$ cat src/rtl/serial_paralelo_rx_if.sv
// serial_paralelo_rx_if
// Bundles the per-lane receive signals of the serial-to-parallel stage.
//   data_in     serial bit, MSB of each byte first (driven by the line side)
//   data_out    last valid received byte
//   valid_out   data_out holds a byte received in the current byte period
//   byte_strobe one-cycle pulse at each byte boundary while active
//   active      lane aligned and locked
// Modports: master = line/consumer side, slave = deserializer.
interface serial_paralelo_rx_if;
    logic       data_in;
    logic [7:0] data_out;
    logic       valid_out;
    logic       byte_strobe;
    logic       active;

    modport master (
        output data_in,
        input  data_out,
        input  valid_out,
        input  byte_strobe,
        input  active
    );

    modport slave (
        input  data_in,
        output data_out,
        output valid_out,
        output byte_strobe,
        output active
    );
endinterface

$ cat src/rtl/serial_paralelo_rx.sv
// serial_paralelo_rx
// Per-lane receive deserializer. Searches the serial stream for the COM
// symbol to find byte alignment, declares the lane active after LOCK_COUNT
// consecutive aligned COMs, then emits one byte per 8 bit-times. COM and
// IDL fill symbols are reported as invalid once active. Lock is sticky;
// only reset returns the lane to the search state.
// Ports:
//   clk_32f  bit clock, rising edge
//   reset    asynchronous, active-low
//   rx       serial_paralelo_rx_if.slave (data_in in; data_out, valid_out,
//            byte_strobe, active out)
module serial_paralelo_rx #(
    parameter logic [7:0]  COM        = 8'hBC,
    parameter logic [7:0]  IDL        = 8'h7C,
    parameter int unsigned LOCK_COUNT = 4
) (
    input  logic                  clk_32f,
    input  logic                  reset,
    serial_paralelo_rx_if.slave   rx
);

    localparam logic [3:0] LOCK_CNT = 4'(LOCK_COUNT);

    typedef enum logic [1:0] {
        SEARCH  = 2'd0,
        LOCKING = 2'd1,
        ACTIVE  = 2'd2
    } state_t;

    state_t     state_q,       state_d;
    logic [7:0] sr_q,          sr_d;
    logic [2:0] bc_q,          bc_d;
    logic [3:0] cc_q,          cc_d;
    logic [7:0] data_out_q,    data_out_d;
    logic       valid_out_q,   valid_out_d;
    logic       byte_strobe_q, byte_strobe_d;
    logic       active_q,      active_d;

    // Byte completed by the bit arriving on this edge.
    logic [7:0] cand;
    logic       boundary;
    logic [3:0] cc_inc;

    assign cand     = {sr_q[6:0], rx.data_in};
    assign boundary = (bc_q == 3'd7);
    assign cc_inc   = cc_q + 4'd1;

    always_comb begin
        state_d       = state_q;
        sr_d          = cand;
        bc_d          = bc_q;
        cc_d          = cc_q;
        data_out_d    = data_out_q;
        valid_out_d   = valid_out_q;
        byte_strobe_d = 1'b0;
        active_d      = active_q;

        case (state_q)
            SEARCH: begin
                // Bit-by-bit scan; a hit defines the byte phase.
                if (cand == COM) begin
                    bc_d    = 3'd0;
                    cc_d    = 4'd1;
                    state_d = LOCKING;
                end
            end

            LOCKING: begin
                bc_d = bc_q + 3'd1;
                if (boundary) begin
                    if (cand == COM) begin
                        cc_d = cc_inc;
                        if (cc_inc == LOCK_CNT) begin
                            state_d  = ACTIVE;
                            active_d = 1'b1;
                        end
                    end else begin
                        // The failed byte is not rescanned; search resumes
                        // with the next incoming bit.
                        cc_d    = 4'd0;
                        state_d = SEARCH;
                    end
                end
            end

            ACTIVE: begin
                bc_d = bc_q + 3'd1;
                if (boundary) begin
                    byte_strobe_d = 1'b1;
                    if ((cand == COM) || (cand == IDL)) begin
                        valid_out_d = 1'b0;
                    end else begin
                        data_out_d  = cand;
                        valid_out_d = 1'b1;
                    end
                end
            end

            default: begin
                state_d = SEARCH;
            end
        endcase
    end

    always_ff @(posedge clk_32f or negedge reset) begin
        if (!reset) begin
            state_q       <= SEARCH;
            sr_q          <= 8'h00;
            bc_q          <= 3'd0;
            cc_q          <= 4'd0;
            data_out_q    <= 8'h00;
            valid_out_q   <= 1'b0;
            byte_strobe_q <= 1'b0;
            active_q      <= 1'b0;
        end else begin
            state_q       <= state_d;
            sr_q          <= sr_d;
            bc_q          <= bc_d;
            cc_q          <= cc_d;
            data_out_q    <= data_out_d;
            valid_out_q   <= valid_out_d;
            byte_strobe_q <= byte_strobe_d;
            active_q      <= active_d;
        end
    end

    assign rx.data_out    = data_out_q;
    assign rx.valid_out   = valid_out_q;
    assign rx.byte_strobe = byte_strobe_q;
    assign rx.active      = active_q;

endmodule

$ cat src/flat_wrapper.sv
// flat-port wrapper written by rule: the top's interface ports become plain ports
module serial_paralelo_rx_flat 
#(
    parameter logic [7:0]  COM        = 8'hBC,
    parameter logic [7:0]  IDL        = 8'h7C,
    parameter int unsigned LOCK_COUNT = 4
)
  (clk_32f, reset, rx_data_in, rx_data_out, rx_valid_out, rx_byte_strobe, rx_active);
  serial_paralelo_rx_if rx_i ();
  input  logic clk_32f;
  input  logic reset;
  input wire logic [$bits(rx_i.data_in)-1:0] rx_data_in;
  output wire logic [$bits(rx_i.data_out)-1:0] rx_data_out;
  output wire logic [$bits(rx_i.valid_out)-1:0] rx_valid_out;
  output wire logic [$bits(rx_i.byte_strobe)-1:0] rx_byte_strobe;
  output wire logic [$bits(rx_i.active)-1:0] rx_active;
  assign rx_i.data_in = rx_data_in;
  assign rx_data_out = rx_i.data_out;
  assign rx_valid_out = rx_i.valid_out;
  assign rx_byte_strobe = rx_i.byte_strobe;
  assign rx_active = rx_i.active;
  serial_paralelo_rx #(.COM(COM), .IDL(IDL), .LOCK_COUNT(LOCK_COUNT)) u_core (.clk_32f(clk_32f), .reset(reset), .rx(rx_i));
endmodule
$ cat config.mk
export PLATFORM = sky130hd
export DESIGN_NAME = serial_paralelo_rx_flat
export DESIGN_NICKNAME = d
export VERILOG_FILES = /design/src/rtl/serial_paralelo_rx_if.sv /design/src/rtl/serial_paralelo_rx.sv /design/src/flat_wrapper.sv
export SDC_FILE = /design/constraint.sdc
export NUM_CORES = 1
export LEC_CHECK = 0
export CORE_UTILIZATION = 54
export DETAILED_ROUTE_END_ITERATION = 12
export PLACE_DENSITY = 0.79
export SLEW_MARGIN = 20
export SYNTH_ARGS = -nofsm -noshare
export SYNTH_HDL_FRONTEND = slang
export SYNTH_SLANG_ARGS = --single-unit
$ cat constraint.sdc
create_clock -name clk_32f -period 2.25 [get_ports clk_32f]
set_clock_uncertainty 0.15 [all_clocks]
set_input_delay 0.225 -clock clk_32f [delete_from_list [all_inputs] [get_ports clk_32f]]
set_output_delay 0.225 -clock clk_32f [all_outputs]
set_load 0.02 [all_outputs]
# Yosys cells after proc, flatten, opt, wreduce, memory -nomap -nowiden
# Cells that the tools add are included.
dict set report op_classes {
  add_sub_neg 2
  bitwise 2
  muxes 14
  n_reduce_logical 11
  n_eq_ne 9
}
# operator count
set ops {}
lappend ops {{4-bit two-way mux} 3}
lappend ops {{8-bit by 7-bit == test with 1-bit output, second input constant} 1}
lappend ops {{8-bit == test, second input constant} 1}
lappend ops {{2-bit two-way mux} 4}
lappend ops {{4-bit one-hot mux with 2 select lines} 1}
lappend ops {{4-bit AND reduction} 2}
lappend ops {{2-bit one-hot mux with 3 select lines} 1}
lappend ops {{3-bit one-hot mux with 2 select lines} 1}
lappend ops {{3-bit AND reduction} 2}
lappend ops {{4-bit by 1-bit adder with 4-bit output, second input constant} 1}
lappend ops {{4-bit by 3-bit == test with 1-bit output, second input constant} 1}
lappend ops {{2-bit by 1-bit inequality test with 1-bit output, second input constant} 2}
lappend ops {{2-bit AND reduction} 2}
lappend ops {{2-bit nonzero test} 2}
lappend ops {{3-bit by 1-bit adder with 3-bit output, second input constant} 1}
lappend ops {{3-bit == test, second input constant} 1}
lappend ops {{1-bit two-way mux} 3}
lappend ops {{3-bit two-way mux} 1}
lappend ops {{3-bit by 2-bit inequality test with 1-bit output, second input constant} 1}
lappend ops {{2-bit by 1-bit == test with 1-bit output, second input constant} 1}
lappend ops {{2-bit == test, second input constant} 1}
lappend ops {{2-bit logical NOT} 1}
lappend ops {{1-bit NOT} 2}
lappend ops {{2-bit OR reduction} 1}
lappend ops {{1-bit logical OR} 1}
dict set report word_totals {
  register_bits 27
  inputBits 3
}

# Depth between registers and ports, before layout
# Gate-level depths: netlist of the first run.
dict set report logic_depth {
  ltp_word 6
  mapped_depth 7
}

# Worst setup path after synthesis of the first run
# OpenSTA, ideal clock, no wires.
dict set report synth_path {
  path_kind {reg2reg}
  startpoint {register u_core.bc_q[0]}
  endpoint {register u_core.data_out_q[0] (netlist: u_core.rx.data_out[0])}
  path_stages_with_launch 6
  slack_ns 0.508
  synth_period_minus_slack_ns 1.742
  arrival_time_ns 1.468
  path_cell_list {dfrtp_1 -> ha_1 -> ha_1 -> nand2_1 -> a31oi_4 -> mux2_2}
}
dict set report synth_via {
  elab_chain_len 2
}
# item line_no
set synth_lines {}
lappend synth_lines {{start, declared} serial_paralelo_rx.sv:32} ;# logic [2:0] bc_q, bc_d;
lappend synth_lines {{start signal, assigned} serial_paralelo_rx.sv:109} ;# bc_q <= 3'd0;
lappend synth_lines {{start signal, assigned} serial_paralelo_rx.sv:118} ;# bc_q <= bc_d;
lappend synth_lines {{3-bit == test} serial_paralelo_rx.sv:45} ;# assign boundary = (bc_q == 3'd7);
lappend synth_lines {{3-bit AND reduction (no line)} --}
lappend synth_lines {{end signal, assigned} serial_paralelo_rx.sv:120} ;# data_out_q <= data_out_d;
lappend synth_lines {{end, declared} serial_paralelo_rx.sv:34} ;# logic [7:0] data_out_q, data_out_d;
# No other way between the ends.
# A chain may end at the register's enable or synchronous reset.

# Final worst setup path of the first run
# Same ends and word-level chain as after synthesis.

==> results of run 1 <==
flip-flops by register name, indices dropped and copies added, names as in the netlist:
register	flops
u_core.bc_q	3
u_core.cc_q	4
u_core.rx.active	1
u_core.rx.byte_strobe	1
u_core.rx.data_out	8
u_core.state_q	2
u_core.rx.valid_out	1
u_core.sr_q	7
worst max-delay path, stage by stage (launching register included):
cell	delay, ns
dfrtp_1	0.41
ha_1	0.16
ha_1	0.28
nand2_1	0.17
a31oi_4	0.34
mux2_2	0.39
where the power goes:
part	switching, W	internal, W
combinational	0.0000640	0.0000561
clock	0.000135	0.0000664
sequential	0.0000315	0.000520
stage by stage:
step | power [W] | area, sq um | util [%] | setup slack [ns] | std cells
finish | 0.0008733 | 1441 | 65.79 | 0.2582 | 145
global route | 0.0009212 | 1441 | 65.79 | 0.1027 | 145
CTS | 0.0008839 | 1441 | 65.79 | 0.2480 | 145
detailed placement | 0.0006829 | 1414 | 64.53 | 0.2170 | 141
global placement | 0.0006705 | 1414 | 64.53 | 0.2703 | 141
floorplan | 0.0006398 | 1246 | - | 0.5077 | 100
path summary, 6_finish.rpt:
kind	startpoint	end	slack, ns	cells after the start
worst max-delay path	u_core.bc_q[0]	u_core.rx.data_out[0]	0.26	5
worst min-delay path	reset	u_core.sr_q[0]	0.11	2
worst max register to register	u_core.bc_q[0]	u_core.rx.data_out[0]	0.26	5
worst min register to register	u_core.sr_q[0]	u_core.sr_q[1]	0.28	0
max in group asynchronous	reset	u_core.state_q[0]	1.59	2
min in group clk_32f	rx_data_in	u_core.sr_q[0]	0.25	1
kinds of logic after synthesis:
| logic type | after synthesis | synth area share [%] |
|---|---|---|
| adder cells (fa/ha/maj) | 7 | 7.028 |
| XOR/XNOR | 1 | 0.7029 |
| multiplexers | 11 | 10.04 |
| AND/OR/NAND/NOR | 22 | 10.94 |
| AO/OA/AOI/OAI | 22 | 13.96 |
| buffers and inverters | 10 | 3.112 |
| flip-flops | 27 | 54.22 |
layer usage:
layer	vias up	track usage (%)
li1	388	-
met5	-	0
met4	0	7.619
met2	8	35.78
met1	404	23.43
met3	2	4.321
cells in the final DEF (no fill, tap or decap), types with 2 or more instances in the layout:
master / count
nor3_1: 2
or3_1: 2
o22ai_1: 2
clkbuf_4: 3
mux2i_1: 2
nand2_1: 9
dfrtp_1: 27
a211oi_1: 2
inv_1: 9
nand3_1: 2
nor2_1: 2
clkdlybuf4s50_1: 13
a21oi_1: 4
o2bb2ai_1: 2
ha_1: 7
o21ai_0: 3
mux2_2: 8
final cells by class:
cell class | instances | share of cell area (%)
flip-flops and latches | 27 | 46.88
multi-input cells | 63 | 36.89
repair buffers | 14 | 9.549
well taps | 28 | 2.431
inverters | 9 | 2.344
clock buffers | 3 | 1.563
clock inverters | 1 | 0.3472
==> flow_summary_export.csv, run 1 <==
group,metric,value,unit
yosys,synth-seq-cells,27,
yosys,avgSynthCellArea,12.46,sq um
sta,worst_slew_pin_slew,0.3706,ns
sta,rsz0062_at_grt,"false",
route,met2_length,1112,microns
global_routing,gr-total-overflow,0,
route,top_layer,"met4",
yosys,yosysTopAreaCellShare,54.22,%
global_routing,grt.total_usage,20.18,%
cts,cts-htree-levels,1,
cells_and_area,multiInputGateArea,531.8,sq um
route,wire_per_inst,14.48,microns
cts,cts.sinks,27,
cts,worstSkewPairLatency,0.31,ns
setup_path,worstSetupPathType,"flip-flop to flip-flop",
route,via_count,802,
global_routing,grt_pass1_vias,898,
cts,cts_tree,"yes",
floorplan,fp.dieH,50.04,microns
setup_path,critPathArrivalTime,2.06,ns
setup_path,cp_max_fo,9,
cells_and_area,nets,128,
yosys,synth-main-ff-cell,"dfrtp_1",
sta,timing.slew.headroom,75.03,%
yosys,yosysWarnings,0,
global_routing,grt_pass1_wl,3801,microns
global_routing,grt_max_degree,28,
cells_and_area,area_delta_synth_final,15.66,%
yosys,synth_cell_types,32,
yosys,synthArstFlopShare,100.0,%
yosys,synth_most_common_cell,"dfrtp_1",
sta,max_clock_freq,502.1,MHz
pwr,vdd.ir_drop.worst,0.0004531,V
yosys,yosysTopAreaCell,"dfrtp_1",
route,drt_iter0_drc,4,
route,route.met3.wl,39,microns
yosys,synth_area,1246,sq um
route,via_per_inst,5.531,
yosys,synth.top_cells.by_count,"27 x dfrtp_1, 9 x inv_1, 9 x nand2_1",
sta,maxSlewViolCount,0,
cts,cts_resized,0,
setup_path,worstPathRequired,2.32,ns
yosys,netlist_instances,100,
setup_path,endpoint_kind,"flip-flop",
place,place_congestion,0.8634,
sta,timing.hold.ws,0.1133,ns
sta,finalCritPeriodShare,88.52,%
floorplan,start_util,56.88,%
place,port_buffers,13,
route,met1Wirelength,934,microns
cells_and_area,n_fill_cell,170,
cells_and_area,diodes,0,
cells_and_area,drive_gt1_share,15.38,%
floorplan,core_area,2191,sq um
route,antenna_left,0,
floorplan,row_count,17,
status,status,"complete, no violations",
flow_run,maxCapViolations,0,
floorplan,pin_count,14,
min_path,holdCritPathClass,"input pin to async pin",
place,place_hpwl,1620,microns
pwr,power_per_cell_area,605.9,nW/um^2
yosys,yosysSeqAreaShare,54.22,%
route,drt_pre_antenna_iters,3,
global_routing,antenna_found_initial,0,
floorplan,die_area,2504,sq um
sta,setup_tns,0,ns
cells_and_area,regArea,675.6,sq um
pwr,p_leak,0.6301,nW
sta,post-route-min-period,1.992,ns
cts,path_clk_slew,0.14,ns
floorplan,die_x,50.04,microns
yosys,synth_edf_count,0,
cts,cts_root_buffer,"clkbuf_4",
yosys,synthTopCellsByArea,"dfrtp_1 54%, mux2_2 7.2%, ha_1 7.0%, inv_1 2.7%, nand2_1 2.7%",
sta,hold_viol_final,0,
setup_path,start_kind,"flip-flop",
cts,cts_buffer_depth,2,
sta,setup_viol,0,
cts,cts_setup_buffers,0,
route,drc,0,
cts,hold_buffers,0,
yosys,syn-num-nets,110,
cts,numCtsBuffers,3,
route,wirelength,2100,microns
Power figures use the tool's default switching activity.
==> run 2, diff against run 1 <==
--- a/config.mk
+++ b/config.mk
@@ -5,8 +5,10 @@
 export SDC_FILE = /design/constraint.sdc
 export NUM_CORES = 1
 export LEC_CHECK = 0
+export CORE_MARGIN = 4
 export CORE_UTILIZATION = 54
 export DETAILED_ROUTE_END_ITERATION = 12
+export HOLD_SLACK_MARGIN = 0.03
 export PLACE_DENSITY = 0.79
 export SLEW_MARGIN = 20
 export SYNTH_ARGS = -nofsm -noshare
==> run 2 against run 1 <==
Effect of this change: routed wire length is the same; flip-flop and latch count unchanged; worst setup slack improved by 0.018 ns; critical path depth did not move; fmax is 0.92% higher; total power increased by 1.5%; utilization is 0.52 points lower; non-clock buffer count unchanged; final area up 0.17%; critical path type unchanged.
==> flow_summary_export.csv, run 2 (synthesis gave the netlist of run 1 again) <==
group,metric,value,unit
status,status,"complete, no violations",
cells_and_area,nets,128,
global_routing,antenna_found_initial,0,
setup_path,r2r_slack,0.28,ns
floorplan,die_area,3140,sq um
cts,path_clk_slew,0.15,ns
sta,timing.hold.ws,0.09020,ns
place,place_congestion,0.8481,
cts,cts-htree-levels,1,
cells_and_area,final_cell_mix,"27 x dfrtp_1, 13 x clkdlybuf4s50_1, 9 x inv_1, 9 x nand2_1, 8 x mux2_2",
cells_and_area,final_common_cell,"dfrtp_1",
setup_path,worstSetupPathType,"flip-flop to flip-flop",
pwr,power_per_cell_area,613.7,nW/um^2
cells_and_area,drive_gt1_share,15.38,%
cts,worstSkewPairLatency,0.33,ns
cts,cts_tree,"yes",
setup_path,reg2reg_from,"u_core.bc_q[0]",
cells_and_area,largest_register_ffs,8,
route,via_count,813,
route,wirelength,2100,microns
route,antenna_left,0,
sta,worst_slew_pin_slew,0.3394,ns
floorplan,row_count,17,
pwr,vdd.ir_drop.worst,0.0006161,V
floorplan,fp.dieH,56.04,microns
global_routing,gr-total-overflow,0,
cts,hold_buffers,0,
cts,cts_resized,0,
place,place_hpwl,1525,microns
cells_and_area,n_fill_cell,182,
route,wire_per_inst,14.48,microns
cells_and_area,diodes,0,
sta,finalCritPeriodShare,87.72,%
cells_and_area,layout.cells.non_filler,145,
cts,cts_root_buffer,"clkbuf_4",
global_routing,grt.total_usage,15.31,%
min_path,holdCritPathClass,"input pin to async pin",
route,drt_pre_antenna_iters,4,
floorplan,start_util,56.33,%
sta,setup_tns,0,ns
place,dp_slack,0.2266,ns
cells_and_area,area_delta_synth_final,15.86,%
sta,timing.slew.headroom,77.37,%
sta,post-route-min-period,1.974,ns
place,place_inst,141,
sta,setup_viol,0,
place,port_buffers,13,
sta,hold_viol_final,0,
floorplan,pin_count,14,
floorplan,core_area,2212,sq um
cts,cts_setup_buffers,0,
sta,max_clock_freq,506.7,MHz
global_routing,grt_pass1_vias,874,
setup_path,reg2reg_depth,5,
setup_path,start_kind,"flip-flop",
route,drt_iter0_drc,1,
route,drc,0,
sta,maxSlewViolCount,0,
setup_path,endpoint_kind,"flip-flop",
flow_run,maxCapViolations,0,
route,via_per_inst,5.607,
global_routing,grt_pass1_wl,3808,microns
pwr,p_leak,0.6263,nW
cts,numCtsBuffers,3,
setup_path,cp_max_fo,9,
setup_path,worstSetupStartpoint,"u_core.bc_q[0]",
global_routing,grt_max_degree,28,
setup_path,regToRegEndpoint,"u_core.rx.data_out[5]",
floorplan,die_x,56.04,microns
setup_path,critPathArrivalTime,2.05,ns
sta,finalWorstSetupSlack,0.2763,ns
cts,cts_buffer_depth,2,
sta,rsz0062_at_grt,"false",
setup_path,worstPathRequired,2.33,ns
cts,cts.sinks,27,
pwr,power,0.0008861,W
run 2: cell types whose count changed in the layout (fill, tap and decap cells not counted):
cell | previous run | this run
clkinvlp_4 | 0 | 1
clkinv_2 | 1 | 0
run 2: worst max-delay path: stages, from the launching register on:
cell     delay, ns
dfrtp_1       0.40
ha_1          0.17
ha_1          0.27
nand2_1       0.17
a31oi_4       0.34
mux2_2        0.38
run 2: report_power, final:
group | leakage [nW] | switching, W | internal (W) | total (W)
Combinational | 0.274 | 0.0000629 | 0.0000563 | 0.000119
Clock | 0.0139 | 0.000149 | 0.0000681 | 0.000217
Sequential | 0.338 | 0.0000301 | 0.000520 | 0.000550
run 2: how the worst max path moves through the flow:
stage / endpoint / cells past startpoint
finish: u_core.rx.data_out[5] / 5
global route: u_core.rx.data_out[5] / 5
CTS: u_core.rx.data_out[5] / 5
detailed placement: u_core.bc_q[0] / 5
global placement: u_core.bc_q[0] / 5
floorplan: u_core.rx.data_out[0] / 5
run 2: final cells by class:
cell class | count | area [sq um] | area share, %
Clock buffer | 3 | 22.52 | 1.560
Sequential cell | 27 | 675.6 | 46.79
Timing Repair Buffer | 14 | 137.6 | 9.532
Multi-Input combinational cell | 63 | 531.8 | 36.83
Inverter | 9 | 33.78 | 2.340
Clock inverter | 1 | 7.507 | 0.5199
Tap cell | 28 | 35.03 | 2.426
run 2: per-layer routing:
layer	wire length, microns	track usage (%)	vias to the layer above	share of wire [%]
met5	0	0	-	0
met4	48	7.458	0	2.3
met3	50	3.248	4	2.4
met2	1053	26.54	10	50
met1	949	17.76	405	45
li1	-	-	394	-
run 2: stage by stage:
step | instance area [sq um] | util, %
after floorplan | 1246 | -
after global placement | 1414 | 63.91
after detailed placement | 1414 | 63.91
after CTS | 1444 | 65.27
after global routing | 1444 | 65.27
final | 1444 | 65.27
==> run 3, diff against run 2 <==
--- a/config.mk
+++ b/config.mk
@@ -5,7 +5,6 @@
 export SDC_FILE = /design/constraint.sdc
 export NUM_CORES = 1
 export LEC_CHECK = 0
-export CORE_MARGIN = 4
 export CORE_UTILIZATION = 54
 export DETAILED_ROUTE_END_ITERATION = 12
 export HOLD_SLACK_MARGIN = 0.03
==> results of run 3 <==
Final layout, timing and power as in run 1 (identical DEF).
